--- src/rtl/scmp_uart.sv ---
// scmp_uart: 8N1 UART on the SC/MP bus with 16x RX oversampling and RX/TX FIFOs.
// Optional SCMP_UART_IRQ_EN adds control register 4 and a registered irq.
module scmp_uart #(
    parameter int CLK_HZ   = 8000000,
    parameter int BAUD     = 2400,
    parameter int RX_DEPTH = 16,
    parameter int TX_DEPTH = 4
) (
    input  logic       ram_clk,
    input  logic       rst_n,
    input  logic       sel,
    input  logic [2:0] addr,
    input  logic       rd_n,
    input  logic       wr_n,
    input  logic [7:0] din,
    output logic [7:0] dout,
    input  logic       ser_rx,
    output logic       ser_tx,
    output logic       irq
);
    localparam int DIV_RST = CLK_HZ / (16 * BAUD);
    localparam int RXAW = $clog2(RX_DEPTH);
    localparam int TXAW = $clog2(TX_DEPTH);
    localparam logic [15:0] DIV_INIT = 16'(DIV_RST);
    localparam logic [15:0] TICK_INIT = (DIV_RST > 1) ? 16'(DIV_RST - 1) : 16'd0;
    localparam logic [RXAW:0] RX_FULLC = (RXAW + 1)'(RX_DEPTH);
    localparam logic [TXAW:0] TX_FULLC = (TXAW + 1)'(TX_DEPTH);

    typedef enum logic [1:0] {RX_IDLE, RX_START, RX_DATA, RX_STOP} rx_state_t;
    typedef enum logic [1:0] {TX_IDLE, TX_START, TX_DATA, TX_STOP} tx_state_t;

    logic       rd_q, wr_q, rd_pend;
    logic [2:0] rd_addr, mux_addr;
    logic       rd_start, rd_end, wr_fire;
    logic [7:0] rd_data, status;

    assign rd_start = sel & rd_q & ~rd_n;
    assign wr_fire  = sel & wr_q & ~wr_n;
    assign rd_end   = rd_pend & ~rd_q & rd_n;

    always_ff @(posedge ram_clk or negedge rst_n) begin
        if (!rst_n) begin
            rd_q    <= 1'b1;
            wr_q    <= 1'b1;
            rd_pend <= 1'b0;
            rd_addr <= 3'd0;
        end else begin
            rd_q <= rd_n;
            wr_q <= wr_n;
            if (rd_start) begin
                rd_addr <= addr;
                rd_pend <= 1'b1;
            end else if (rd_end) begin
                rd_pend <= 1'b0;
            end
        end
    end

    logic [15:0] div_q, tick_cnt;
    logic        tick;

    assign tick = (tick_cnt == 16'd0);

    always_ff @(posedge ram_clk or negedge rst_n) begin
        if (!rst_n) begin
            div_q    <= DIV_INIT;
            tick_cnt <= TICK_INIT;
        end else begin
            if (wr_fire && addr == 3'd2) div_q[7:0] <= din;
            if (wr_fire && addr == 3'd3) div_q[15:8] <= din;
            if (tick) tick_cnt <= (div_q == 16'd0) ? 16'd0 : div_q - 16'd1;
            else      tick_cnt <= tick_cnt - 16'd1;
        end
    end

    logic rx_s1, rxs;

    always_ff @(posedge ram_clk or negedge rst_n) begin
        if (!rst_n) begin
            rx_s1 <= 1'b1;
            rxs   <= 1'b1;
        end else begin
            rx_s1 <= ser_rx;
            rxs   <= rx_s1;
        end
    end

    logic [7:0]      rx_mem [RX_DEPTH];
    logic [RXAW-1:0] rx_wp, rx_rp;
    logic [RXAW:0]   rx_cnt;
    logic            rx_empty, rx_full, rx_push, rx_put, rx_pop;
    logic [7:0]      rx_sh;

    assign rx_empty = (rx_cnt == '0);
    assign rx_full  = (rx_cnt == RX_FULLC);
    assign rx_put   = rx_push & ~rx_full;
    assign rx_pop   = rd_end & (rd_addr == 3'd0) & ~rx_empty;

    always_ff @(posedge ram_clk) begin
        if (rx_put) rx_mem[rx_wp] <= rx_sh;
    end

    always_ff @(posedge ram_clk or negedge rst_n) begin
        if (!rst_n) begin
            rx_wp  <= '0;
            rx_rp  <= '0;
            rx_cnt <= '0;
        end else begin
            if (rx_put) rx_wp <= rx_wp + RXAW'(1);
            if (rx_pop) rx_rp <= rx_rp + RXAW'(1);
            case ({rx_put, rx_pop})
                2'b10:   rx_cnt <= rx_cnt + (RXAW + 1)'(1);
                2'b01:   rx_cnt <= rx_cnt - (RXAW + 1)'(1);
                default: rx_cnt <= rx_cnt;
            endcase
        end
    end

    logic [7:0]      tx_mem [TX_DEPTH];
    logic [TXAW-1:0] tx_wp, tx_rp;
    logic [TXAW:0]   tx_cnt;
    logic            tx_empty, tx_full, tx_put, tx_pop, txo_set;

    assign tx_empty = (tx_cnt == '0);
    assign tx_full  = (tx_cnt == TX_FULLC);
    assign tx_put   = wr_fire & (addr == 3'd0) & ~tx_full;
    assign txo_set  = wr_fire & (addr == 3'd0) & tx_full;

    always_ff @(posedge ram_clk) begin
        if (tx_put) tx_mem[tx_wp] <= din;
    end

    always_ff @(posedge ram_clk or negedge rst_n) begin
        if (!rst_n) begin
            tx_wp  <= '0;
            tx_rp  <= '0;
            tx_cnt <= '0;
        end else begin
            if (tx_put) tx_wp <= tx_wp + TXAW'(1);
            if (tx_pop) tx_rp <= tx_rp + TXAW'(1);
            case ({tx_put, tx_pop})
                2'b10:   tx_cnt <= tx_cnt + (TXAW + 1)'(1);
                2'b01:   tx_cnt <= tx_cnt - (TXAW + 1)'(1);
                default: tx_cnt <= tx_cnt;
            endcase
        end
    end

    // RX: 8 ticks to mid-start, then one sample every 16 ticks
    rx_state_t rx_st, rx_st_d;
    logic [3:0] rx_tc, rx_tc_d;
    logic [2:0] rx_bc, rx_bc_d;
    logic [7:0] rx_sh_d;
    logic       frm_set;

    always_ff @(posedge ram_clk or negedge rst_n) begin
        if (!rst_n) begin
            rx_st <= RX_IDLE;
            rx_tc <= 4'd0;
            rx_bc <= 3'd0;
            rx_sh <= 8'd0;
        end else begin
            rx_st <= rx_st_d;
            rx_tc <= rx_tc_d;
            rx_bc <= rx_bc_d;
            rx_sh <= rx_sh_d;
        end
    end

    always_comb begin
        rx_st_d = rx_st;
        rx_tc_d = rx_tc;
        rx_bc_d = rx_bc;
        rx_sh_d = rx_sh;
        rx_push = 1'b0;
        frm_set = 1'b0;
        case (rx_st)
            RX_IDLE: begin
                if (!rxs) begin
                    rx_st_d = RX_START;
                    rx_tc_d = 4'd0;
                end
            end
            RX_START: begin
                if (tick) begin
                    if (rx_tc == 4'd7) begin
                        rx_tc_d = 4'd0;
                        rx_bc_d = 3'd0;
                        rx_st_d = rxs ? RX_IDLE : RX_DATA;
                    end else begin
                        rx_tc_d = rx_tc + 4'd1;
                    end
                end
            end
            RX_DATA: begin
                if (tick) begin
                    rx_tc_d = rx_tc + 4'd1;
                    if (rx_tc == 4'd15) begin
                        rx_sh_d = {rxs, rx_sh[7:1]};
                        rx_bc_d = rx_bc + 3'd1;
                        if (rx_bc == 3'd7) rx_st_d = RX_STOP;
                    end
                end
            end
            RX_STOP: begin
                if (tick) begin
                    rx_tc_d = rx_tc + 4'd1;
                    if (rx_tc == 4'd15) begin
                        rx_push = rxs;
                        frm_set = ~rxs;
                        rx_st_d = RX_IDLE;
                    end
                end
            end
            default: rx_st_d = RX_IDLE;
        endcase
    end

    // TX: stop end reloads directly so back-to-back frames have no gap
    tx_state_t tx_st, tx_st_d;
    logic [3:0] tx_tc, tx_tc_d;
    logic [2:0] tx_bc, tx_bc_d;
    logic [7:0] tx_sh, tx_sh_d;
    logic       ser_tx_d, tx_idle;

    assign tx_idle = tx_empty & (tx_st == TX_IDLE);

    always_ff @(posedge ram_clk or negedge rst_n) begin
        if (!rst_n) begin
            tx_st  <= TX_IDLE;
            tx_tc  <= 4'd0;
            tx_bc  <= 3'd0;
            tx_sh  <= 8'd0;
            ser_tx <= 1'b1;
        end else begin
            tx_st  <= tx_st_d;
            tx_tc  <= tx_tc_d;
            tx_bc  <= tx_bc_d;
            tx_sh  <= tx_sh_d;
            ser_tx <= ser_tx_d;
        end
    end

    always_comb begin
        tx_st_d = tx_st;
        tx_tc_d = tx_tc;
        tx_bc_d = tx_bc;
        tx_sh_d = tx_sh;
        tx_pop  = 1'b0;
        case (tx_st)
            TX_IDLE: begin
                if (!tx_empty) begin
                    tx_pop  = 1'b1;
                    tx_sh_d = tx_mem[tx_rp];
                    tx_tc_d = 4'd0;
                    tx_st_d = TX_START;
                end
            end
            TX_START: begin
                if (tick) begin
                    tx_tc_d = tx_tc + 4'd1;
                    if (tx_tc == 4'd15) begin
                        tx_bc_d = 3'd0;
                        tx_st_d = TX_DATA;
                    end
                end
            end
            TX_DATA: begin
                if (tick) begin
                    tx_tc_d = tx_tc + 4'd1;
                    if (tx_tc == 4'd15) begin
                        tx_sh_d = {1'b1, tx_sh[7:1]};
                        tx_bc_d = tx_bc + 3'd1;
                        if (tx_bc == 3'd7) tx_st_d = TX_STOP;
                    end
                end
            end
            TX_STOP: begin
                if (tick) begin
                    tx_tc_d = tx_tc + 4'd1;
                    if (tx_tc == 4'd15) begin
                        if (!tx_empty) begin
                            tx_pop  = 1'b1;
                            tx_sh_d = tx_mem[tx_rp];
                            tx_st_d = TX_START;
                        end else begin
                            tx_st_d = TX_IDLE;
                        end
                    end
                end
            end
            default: tx_st_d = TX_IDLE;
        endcase
        case (tx_st_d)
            TX_START: ser_tx_d = 1'b0;
            TX_DATA:  ser_tx_d = tx_sh_d[0];
            default:  ser_tx_d = 1'b1;
        endcase
    end

    logic ovr, frm, txo, stat_clr;

    assign stat_clr = rd_end & (rd_addr == 3'd1);

    always_ff @(posedge ram_clk or negedge rst_n) begin
        if (!rst_n) begin
            ovr <= 1'b0;
            frm <= 1'b0;
            txo <= 1'b0;
        end else begin
            ovr <= (rx_push & rx_full) | (ovr & ~stat_clr);
            frm <= frm_set | (frm & ~stat_clr);
            txo <= txo_set | (txo & ~stat_clr);
        end
    end

    assign status = {tx_idle, 2'b00, txo, frm, ovr, ~tx_full, ~rx_empty};

`ifdef SCMP_UART_IRQ_EN
    logic [1:0] ctrl;
    logic       irq_q;

    always_ff @(posedge ram_clk or negedge rst_n) begin
        if (!rst_n) begin
            ctrl  <= 2'b00;
            irq_q <= 1'b0;
        end else begin
            if (wr_fire && addr == 3'd4) ctrl <= din[1:0];
            irq_q <= (ctrl[0] & ~rx_empty) | (ctrl[1] & tx_idle);
        end
    end

    assign irq = irq_q;
`else
    assign irq = 1'b0;
`endif

    // the address is steered straight through on read start so dout lands next cycle
    assign mux_addr = rd_start ? addr : rd_addr;

    always_comb begin
        rd_data = 8'hFF;
        case (mux_addr)
            3'd0: if (!rx_empty) rd_data = rx_mem[rx_rp];
            3'd1: rd_data = status;
            3'd2: rd_data = div_q[7:0];
            3'd3: rd_data = div_q[15:8];
`ifdef SCMP_UART_IRQ_EN
            3'd4: rd_data = {6'b000000, ctrl};
`endif
            default: rd_data = 8'hFF;
        endcase
    end

    always_ff @(posedge ram_clk or negedge rst_n) begin
        if (!rst_n) dout <= 8'h00;
        else        dout <= rd_data;
    end

endmodule

--- config.mk ---
export PLATFORM = sky130hd
export DESIGN_NAME = scmp_uart
export DESIGN_NICKNAME = d
export VERILOG_FILES = /design/src/rtl/scmp_uart.sv
export SDC_FILE = /design/constraint.sdc
export NUM_CORES = 1
export LEC_CHECK = 0
export ABC_AREA = 0
export CORE_MARGIN = 4
export CORE_UTILIZATION = 56
export CTS_CLUSTER_DIAMETER = 80
export DETAILED_ROUTE_END_ITERATION = 8
export HOLD_SLACK_MARGIN = 0.03
export PLACE_DENSITY_LB_ADDON = 0.1
export SETUP_SLACK_MARGIN = 0.5
export SLEW_MARGIN = 30
export SYNTH_ARGS = -nofsm -noshare
export SYNTH_HDL_FRONTEND = slang
export SYNTH_SLANG_ARGS = --single-unit
--- constraint.sdc ---
create_clock -name ram_clk -period 3.9 [get_ports ram_clk]
set_clock_uncertainty 0.2 [all_clocks]
set_input_delay 0.78 -clock ram_clk [delete_from_list [all_inputs] [get_ports ram_clk]]
set_output_delay 0.78 -clock ram_clk [all_outputs]
set_load 0.005 [all_outputs]
==> results of run 1 <==
## registers in the layout, summed over array words and instances, names as in the netlist, 4 cells and up, named ones only
signal / count
rx_sh: 8
rx_cnt: 5
tx_mem: 32
tx_tc: 4
rx_tc: 4
rx_rp: 4
rx_wp: 4
dout: 8
tx_sh: 8
rx_mem: 128
tick_cnt: 16
div_q: 16
## routing by layer
metal / global-route usage / share of wire
met1: 0.277 / 0.39
met2: 0.410 / 0.55
met3: 0.0265 / 0.041
met4: 0.0497 / 0.022
met5: 0 / 0
## per-stage QoR
stage,std cells,setup WS (ns)
4_1_cts,1151,0.128
3_5_place_dp,1076,0.0347
6_report,1157,0.0847
3_3_place_gp,1076,0.152
5_1_grt,1157,-0.00988
2_1_floorplan,788,-0.143
## cells in the final DEF (no fill, tap or decap), types with 6 or more instances in the layout
master and n:
a21oi_1 23, a22o_1 9, buf_12 7, buf_4 32, buf_6 12, bufinv_16 8
clkbuf_16 28, clkdlybuf4s50_1 24, clkinv_2 6, dfrtp_1 91, dfstp_2 14, edfxtp_1 160
ha_1 21, inv_1 29, mux2_2 28, mux2i_1 13, mux4_2 48, nand2_1 49
nand2b_1 9, nand3_1 12, nand3b_1 6, nor2_1 36, nor2_4 9, nor3_1 17
o21ai_0 31, o221ai_1 9, o22ai_1 12, or2_2 6, or4_1 6, xnor2_1 23
xor2_1 19
## kinds of logic after synthesis
group | after synthesis | share of synthesized area
mux | 89 | 0.132
compound gates | 108 | 0.0591
fa+ha+maj | 27 | 0.0298
other cells | 1 | 0.000323
buf+inv | 61 | 0.0202
flops | 266 | 0.644
simple gates | 194 | 0.0831
xor+xnor | 42 | 0.0317
## layout make-up
class	instances	area (sq um)	area share
timing repair buffer	76	771	0.0556
sequential	266	7480	0.539
clock inverter	22	322	0.0232
multi-input combinational	461	4140	0.298
clock buffer	30	708	0.0510
inverter	32	120	0.00866
tap	270	338	0.0243
## critical path, stage by stage, from the launching register on
cell and delay [ns]:
dfstp_2 0.39, inv_2 0.06, ha_4 0.12, or4b_4 0.45, or4_4 0.50, or4_4 0.46
nor3_4 0.19, inv_2 0.08, ha_4 0.17, xor2_1 0.15, ha_2 0.23, nor2b_4 0.15
a21oi_1 0.07, o22ai_1 0.13, nand2b_1 0.10, a21oi_2 0.15, xor2_1 0.14
## cells in the mapped netlist (all sizes together), types with 5 or more instances
cell type / instances / area [sq um]
ha: 26 / 325
a21oi: 25 / 125
and2: 5 / 31.3
dfrtp: 92 / 2300
nand2b: 9 / 56.3
nor3: 22 / 121
o22ai: 12 / 75.1
edfxtp: 160 / 4800
nand3: 12 / 60.1
nand3b: 6 / 45.0
buf: 9 / 38.8
o221ai: 9 / 78.8
dfstp: 14 / 368
clkbuf: 20 / 75.1
o21ai: 32 / 160
nor2: 50 / 190
nand2: 53 / 201
xor2: 19 / 166
mux4: 48 / 1080
mux2: 28 / 315
xnor2: 23 / 201
or2: 6 / 37.5
inv: 32 / 120
nor4: 5 / 31.3
a22o: 9 / 78.8
mux2i: 13 / 130
or4: 8 / 63.8
nor2b: 5 / 31.3
## final timing paths
kind                        startpoint        end  slack [ns]
hold reg to reg                  rx_s1        rxs        0.15
setup reg to reg           tick_cnt[0]  rx_cnt[4]        0.08
setup / recovery           tick_cnt[0]  rx_cnt[4]        0.08
min in group ram_clk             rx_s1        rxs        0.15
hold / removal                   rst_n   tx_sh[7]        0.12
max in group asynchronous        rst_n        rxs        2.63
## where the power goes
part / internal (W) / total, W / switching [W]
combinational: 0.000855 / 0.00164 / 0.000787
clock: 0.00184 / 0.00294 / 0.00110
sequential: 0.00329 / 0.00371 / 0.000413
## what timing repair did
| item | CTS | global route |
|---|---|---|
| resized for setup | 16 | 25 |
| endpoints found under the setup margin | 120 | 93 |
| hold endpoints to repair | 0 | 0 |
| pin swaps | 10 | 13 |
| setup buffers | 23 | 6 |
==> impl_metrics.toml, run 1 <==
[placement]
gp_congestion = 0.842
placed_area_sq_um = 12400
io_buffers = 25
dp.final_hpwl_mm = 17.2

[yosys]
syn_nets = 832
synthCells = 788
synth_ff_type = "edfxtp_1"
synth_seq_area_share = 0.644
ys_types = 56
synth_edf_count = 160
async_flop_share = 0.398
synth_seq_cells = 266
avgSynthCellArea_sq_um = 14.7
netlist_area_sq_um = 11600
synth_warnings = 0

[floorplan]
num_rows = 52
die_y_microns = 152
ios = 27
core_area_sq_um = 20300
dieArea_sq_um = 23100
die_x_microns = 152
start_util = 0.572

[worst_setup_path]
worstRegToRegCells = 16
critical_path_class = "reg -> reg"
path_max_fanout = 4
critPathCaptureType = "register"
start_kind = "register"
crit_required_ns = 4.17
crit_arrival_ns = 4.08

[route]
drt_wl_total_mm = 25.5
drc = 0
routed_via_density = 6.01
drtAntennaViolNets = 0
drt-pass1-iter-count = 5
wire_per_inst_microns = 22.1
drtIter0Drc = 389
vias = 6958

[clock_tree]
cts_buffer_depth = 3
clk_latency_ns = 0.54
h-tree-depth = 1
cts_made_buffers = 28
path_clk_slew_ns = 0.06
hold_buffers = 0
clockRootBuffer = "clkbuf_16"
cts_tree = "done"
cts.sinks = 266

[sta]
setup_viol = 0
period_minus_slack_ns = 3.82
drv_slew = 0
hold_violations = 0
slew_headroom = 0.432
fin_crit_sh = 0.978
tns_ns = 0
whs_ns = 0.116
timing.fmax_mhz = 262
tightest_slew_ns = 0.853
rsz0062_at_grt = "yes"

[final_layout]
final_nets = 909
drive_gt1_frac = 0.265
antenna_cells = 0
final_area_sq_um = 13900
area_growth_pct = 19.6
final_util = 0.683
fillers = 1373

[global_routing]
antenna_found_initial = 0
grt_pass1_vias = 7277
grt_pass1_wl_mm = 40.8
grt_use_total = 0.220
grt_max_degree = 59
gr-total-overflow = 0

[flow_run]
maxCapViolCount = 0

[outcome]
status = "finished, final reports clean"

[power]
p_leak_nw = 4.81
total_power_w = 0.00829
powerDensity_nw_per_um2 = 598
peakVddDrop_v = 0.000398

[hold_path]
hold_path.class = "in -> async"
Power figures use the tool's default switching activity.
==> inputs of run 2 (changes only) <==
--- a/config.mk
+++ b/config.mk
@@ -11,7 +11,7 @@
 export CTS_CLUSTER_DIAMETER = 80
 export DETAILED_ROUTE_END_ITERATION = 8
 export HOLD_SLACK_MARGIN = 0.03
-export PLACE_DENSITY_LB_ADDON = 0.1
+export PLACE_DENSITY = 0.84
 export SETUP_SLACK_MARGIN = 0.5
 export SLEW_MARGIN = 30
 export SYNTH_ARGS = -nofsm -noshare
==> impl_metrics.toml, run 2 (synthesized netlist as in run 1, its figures left out) <==
[worst_setup_path]
worstRegToRegCells = 16
start_kind = "register"
critPathCaptureType = "register"
worst-path-buf-inv = 2
crit_slowest_cell = "or4_4"
crit_required_ns = 4.16
r2r_slack_ns = 0.07
timing.rr.start = "tick_cnt[1]"
path_max_fanout = 3
crit_arrival_ns = 4.09
cp_slowest_stage_delay_ns = 0.49
critical_path_class = "reg -> reg"
crit_chain = "inv_2 > ha_4 > or4b_4 > or4_4 > or4_4 > nor3_4 > inv_2 > ha_4 > xor2_1 > ha_2 > nor2b_4 > a21oi_2 > o22ai_1 > nand2b_1 > a21oi_2 > xor2_1"
path_delay_family = "simple AND/OR/NAND/NOR gates"
r2r_end = "rx_cnt[4]"

[clock_tree]
cts_tree = "done"
clk_latency_ns = 0.54
clockRootBuffer = "clkbuf_16"
h-tree-depth = 1
cts.sinks = 266
cts_buffer_depth = 3
cts_made_buffers = 28
path_clk_slew_ns = 0.06

[global_routing]
gr-total-overflow = 0
grt_pass1_vias = 7235
grt_use_total = 0.215
grt_max_degree = 60
grt_pass1_wl_mm = 39.8
antenna_found_initial = 1

[flow_run]
maxCapViolCount = 0

[power]
p_leak_nw = 4.74
powerDensity_nw_per_um2 = 566
total_power_w = 0.00780
peakVddDrop_v = 0.000429

[sta]
period_minus_slack_ns = 3.83
tns_ns = 0
rsz0062_at_grt = "yes"
setup_viol = 0
timing.fmax_mhz = 261
drv_slew = 0
tightest_slew_ns = 0.894
fin_crit_sh = 0.983
hold_violations = 0
slew_headroom = 0.404

[final_layout]
top_register = "rx_mem"
final_nets = 913
layout_common_cells = "edfxtp_1, dfrtp_1, nand2_1"
fillers = 1327
area_growth_pct = 18.8
drive_gt1_frac = 0.264
reg.largest.list = "rx_mem: 128 flops, tx_mem: 32 flops"
largest_register_ffs = 128
final_common_cell = "edfxtp_1"
antenna_cells = 0
fin_cells = 1161

[outcome]
status = "finished, final reports clean"

[floorplan]
num_rows = 52
dieArea_sq_um = 23100
die_x_microns = 152
die_y_microns = 152
ios = 27
start_util = 0.572
core_area_sq_um = 20300

[placement]
gp_congestion = 0.858
dp.cells = 1070
dp.final_hpwl_mm = 15.6
io_buffers = 25

[route]
drt-pass1-iter-count = 5
drc = 0
vias = 6869
drtAntennaViolNets = 0
wire_per_inst_microns = 21.1
routed_via_density = 5.92
drtIter0Drc = 565
drt_wl_total_mm = 24.4

[hold_path]
hold_path.class = "in -> async"
[run 2: changes by cell type in the layout (fill, tap and decap cells not counted), sizes merged]
cell / before / now
clkbuf: 30 / 38
inv: 32 / 34
bufinv: 8 / 1
clkinv: 13 / 10
buf: 52 / 56
[run 2: final cells by class]
class,count,area [sq um],area share
clock inverters,14,111,0.00808
repair buffers,80,808,0.0586
clock buffers,38,758,0.0550
well taps,270,338,0.0245
multi-input cells,461,4180,0.303
inverters,32,120,0.00871
flip-flops and latches,266,7480,0.542
[run 2: power breakdown]
part / switching [W] / total (W) / internal [W]
sequential: 0.000452 / 0.00374 / 0.00329
combinational: 0.000701 / 0.00155 / 0.000850
clock: 0.00107 / 0.00251 / 0.00143
[run 2: metal layers]
| layer | part of all wire | GRT usage | vias up |
|---|---|---|---|
| li1 | - | - | 3141 |
| met1 | 0.39 | 0.269 | 3460 |
| met2 | 0.53 | 0.385 | 204 |
| met3 | 0.048 | 0.0327 | 62 |
| met4 | 0.032 | 0.0715 | 2 |
| met5 | 0.00029 | 0 | - |
[run 2: how the worst max path moves through the flow]
stage / startpoint / endpoint / depth (start not counted)
2_1_floorplan: tick_cnt[1] / rx_cnt[4] / 18
3_3_place_gp: tick_cnt[1] / rx_cnt[4] / 16
3_5_place_dp: tick_cnt[1] / rx_cnt[4] / 16
4_1_cts: tick_cnt[1] / rx_cnt[4] / 16
5_1_grt: tick_cnt[1] / rx_cnt[4] / 16
6_report: tick_cnt[1] / rx_cnt[4] / 16
[run 2: timing repair]
item / CTS / global route
endpoints found under the hold margin: 0 / 0
setup endpoints to repair: 133 / 137
setup buffers: 39 / 0
hold buffers: 0 / 0
pin swaps: 17 / 11
gates resized for setup: 36 / 3
[run 2: worst register-to-register path, delay by kind of cell, from the launching register on]
kind	cells	cell delay (ns)
buffers and inverters	2	0.15
adder cells (fa/ha/maj)	3	0.54
flip-flops	1	0.37
AO/OA/AOI/OAI	3	0.34
XOR/XNOR	2	0.29
AND/OR/NAND/NOR	6	1.88
[run 2: stage by stage]
step,instance area [sq um],worst slack [ns],util,hold slack [ns]
CTS,13800,0.0402,0.678,0.126
finish,13800,0.0676,0.679,0.0944
global route,13800,-0.0797,0.679,0.160
detailed placement,12300,-0.0324,0.608,0.147
floorplan,11700,-0.143,-,0.145
global placement,12300,0.134,0.608,0.147
==> inputs of run 3 (changes only) <==
--- a/config.mk
+++ b/config.mk
@@ -9,6 +9,7 @@
 export CORE_MARGIN = 4
 export CORE_UTILIZATION = 56
 export CTS_CLUSTER_DIAMETER = 80
+export CTS_CLUSTER_SIZE = 24
 export DETAILED_ROUTE_END_ITERATION = 8
 export HOLD_SLACK_MARGIN = 0.03
 export PLACE_DENSITY = 0.84
==> impl_metrics.toml, run 3 (synthesized netlist as in run 1, its figures left out) <==
[clock_tree]
h-tree-depth = 1
path_clk_slew_ns = 0.09
cts_made_buffers = 15
hold_buffers = 0
clockRootBuffer = "clkbuf_16"
cts.sinks = 266
cts_buffer_depth = 3
clk_latency_ns = 0.50
cts_tree = "done"

[route]
drtIter0Drc = 499
vias = 6757
wire_per_inst_microns = 21.0
drt_wl_total_mm = 24.0
drtAntennaViolNets = 0
routed_via_density = 5.93
drt-pass1-iter-count = 5
drc = 0

[worst_setup_path]
crit_chain = "inv_2 > ha_4 > or4b_4 > or4_4 > or4_4 > nor3_4 > inv_2 > ha_4 > xor2_2 > ha_4 > nor2b_4 > a21oi_1 > o22ai_1 > nand2b_1 > a21oi_2 > xor2_1"
crit_required_ns = 4.11
cp_slowest_stage_delay_ns = 0.49
crit_top_cell = "ha_4"
critical_path_class = "reg -> reg"
crit_slowest_cell = "or4_4"
path_max_fanout = 3
worstRegToRegCells = 16
path_delay_family = "simple AND/OR/NAND/NOR gates"
start_kind = "register"
worst-path-buf-inv = 2
critPathCaptureType = "register"
path_depth = 16
crit_arrival_ns = 4.06

[sta]
slew_headroom = 0.399
fin_crit_sh = 0.988
hold_violations = 0
setup_ws_ns = 0.0475
drv_slew = 0
timing.fmax_mhz = 260
rsz0062_at_grt = "yes"
setup_viol = 0
period_minus_slack_ns = 3.85
tightest_slew_ns = 0.902

[global_routing]
grt_use_met1 = 0.267
grt_pass1_vias = 6996
antenna_found_initial = 1
use_met3 = 0.0230
gr-total-overflow = 0
globalRoute.busiestLayer = "met2"
grt_use_total = 0.208
grt_use_met2 = 0.382
grt_max_degree = 60
grt_pass1_wl_mm = 38.8

[outcome]
status = "finished, final reports clean"

[placement]
dp.final_hpwl_mm = 15.6
io_buffers = 25
gp_congestion = 0.858
post-place-ws_ns = -0.0324
dp.cells = 1070

[final_layout]
final_common_cell = "edfxtp_1"
reg.largest.list = "rx_mem: 128 flops, tx_mem: 32 flops"
final_nets = 904
drive_gt1_frac = 0.251
layout_common_cells = "edfxtp_1, dfrtp_1, nand2_1"
largest_register_ffs = 128
antenna_cells = 0
top_register = "rx_mem"
area_growth_pct = 15.9
fin_cells = 1139

[flow_run]
maxCapViolCount = 0

[floorplan]
die_x_microns = 152
num_rows = 52
ios = 27
die_y_microns = 152
core_area_sq_um = 20300
dieArea_sq_um = 23100
start_util = 0.572

[power]
p_leak_nw = 4.56
peakVddDrop_v = 0.000534
powerDensity_nw_per_um2 = 522

[hold_path]
hold_path.class = "in -> async"
[run 3: cell count changes in the layout (fill, tap and decap cells not counted), sizes merged]
cell / delta
buf: +4
clkbuf: -16
clkinvlp: -1
clkinv: -9
[run 3: final timing paths]
check	slack (ns)	end	from
max	0.05	rx_cnt[4]	tick_cnt[1]
min	0.13	rx_bc[0]	rst_n
max reg2reg	0.05	rx_cnt[4]	tick_cnt[1]
min reg2reg	0.16	rxs	rx_s1
max in group asynchronous	2.48	tick_cnt[6]	rst_n
min in group ram_clk	0.16	rxs	rx_s1
[run 3: routing by layer]
layer  share of wire  vias up
li1                -     3101
met1            0.39     3434
met2            0.55      178
met3           0.037       42
met4           0.024        2
met5         0.00038        -
[run 3: timing repair]
item	CTS	global route
pin swaps	15	15
setup endpoints to repair	134	137
buffers inserted	35	8
resized for setup	32	12
[run 3: cell type report]
| type | instances | area, sq um |
|---|---|---|
| clock inverter | 4 | 58.8 |
| inverter | 32 | 120 |
| multi-input combinational | 461 | 4190 |
| timing repair buffer | 84 | 853 |
| tap | 270 | 338 |
| sequential | 266 | 7480 |
| clock buffer | 22 | 402 |
| fill | 1358 | 6860 |
[run 3: metrics by stage]
| stage | util | power, W | hold WS, ns | instance area (sq um) | setup TNS, ns |
|---|---|---|---|---|---|
| after global routing | 0.662 | 0.00740 | 0.164 | 13400 | -0.196 |
| after CTS | 0.655 | 0.00701 | 0.161 | 13300 | 0 |
| after floorplan | - | 0.00477 | 0.145 | 11700 | -0.160 |
| after detailed placement | 0.608 | 0.00525 | 0.147 | 12300 | -0.0324 |
| final | 0.662 | 0.00702 | 0.133 | 13400 | 0 |
| after global placement | 0.608 | 0.00518 | 0.147 | 12300 | 0 |
[run 3: worst register-to-register path, delay by kind of cell (launching register included)]
| family | cells | cell delay (ns) |
|---|---|---|
| buffers and inverters | 2 | 0.15 |
| AOI/OAI and AO/OA | 3 | 0.34 |
| adders and majority gates | 3 | 0.48 |
| xor gates and xnor gates | 2 | 0.33 |
| and+or+nand+nor | 6 | 1.88 |
| DFF | 1 | 0.38 |
[run 3: power breakdown]
group	leakage, nW	total [W]	internal [W]	switching [W]
Sequential	2.49	0.00375	0.00329	0.000460
Combinational	1.85	0.00158	0.000870	0.000706
Clock	0.221	0.00169	0.000806	0.000889
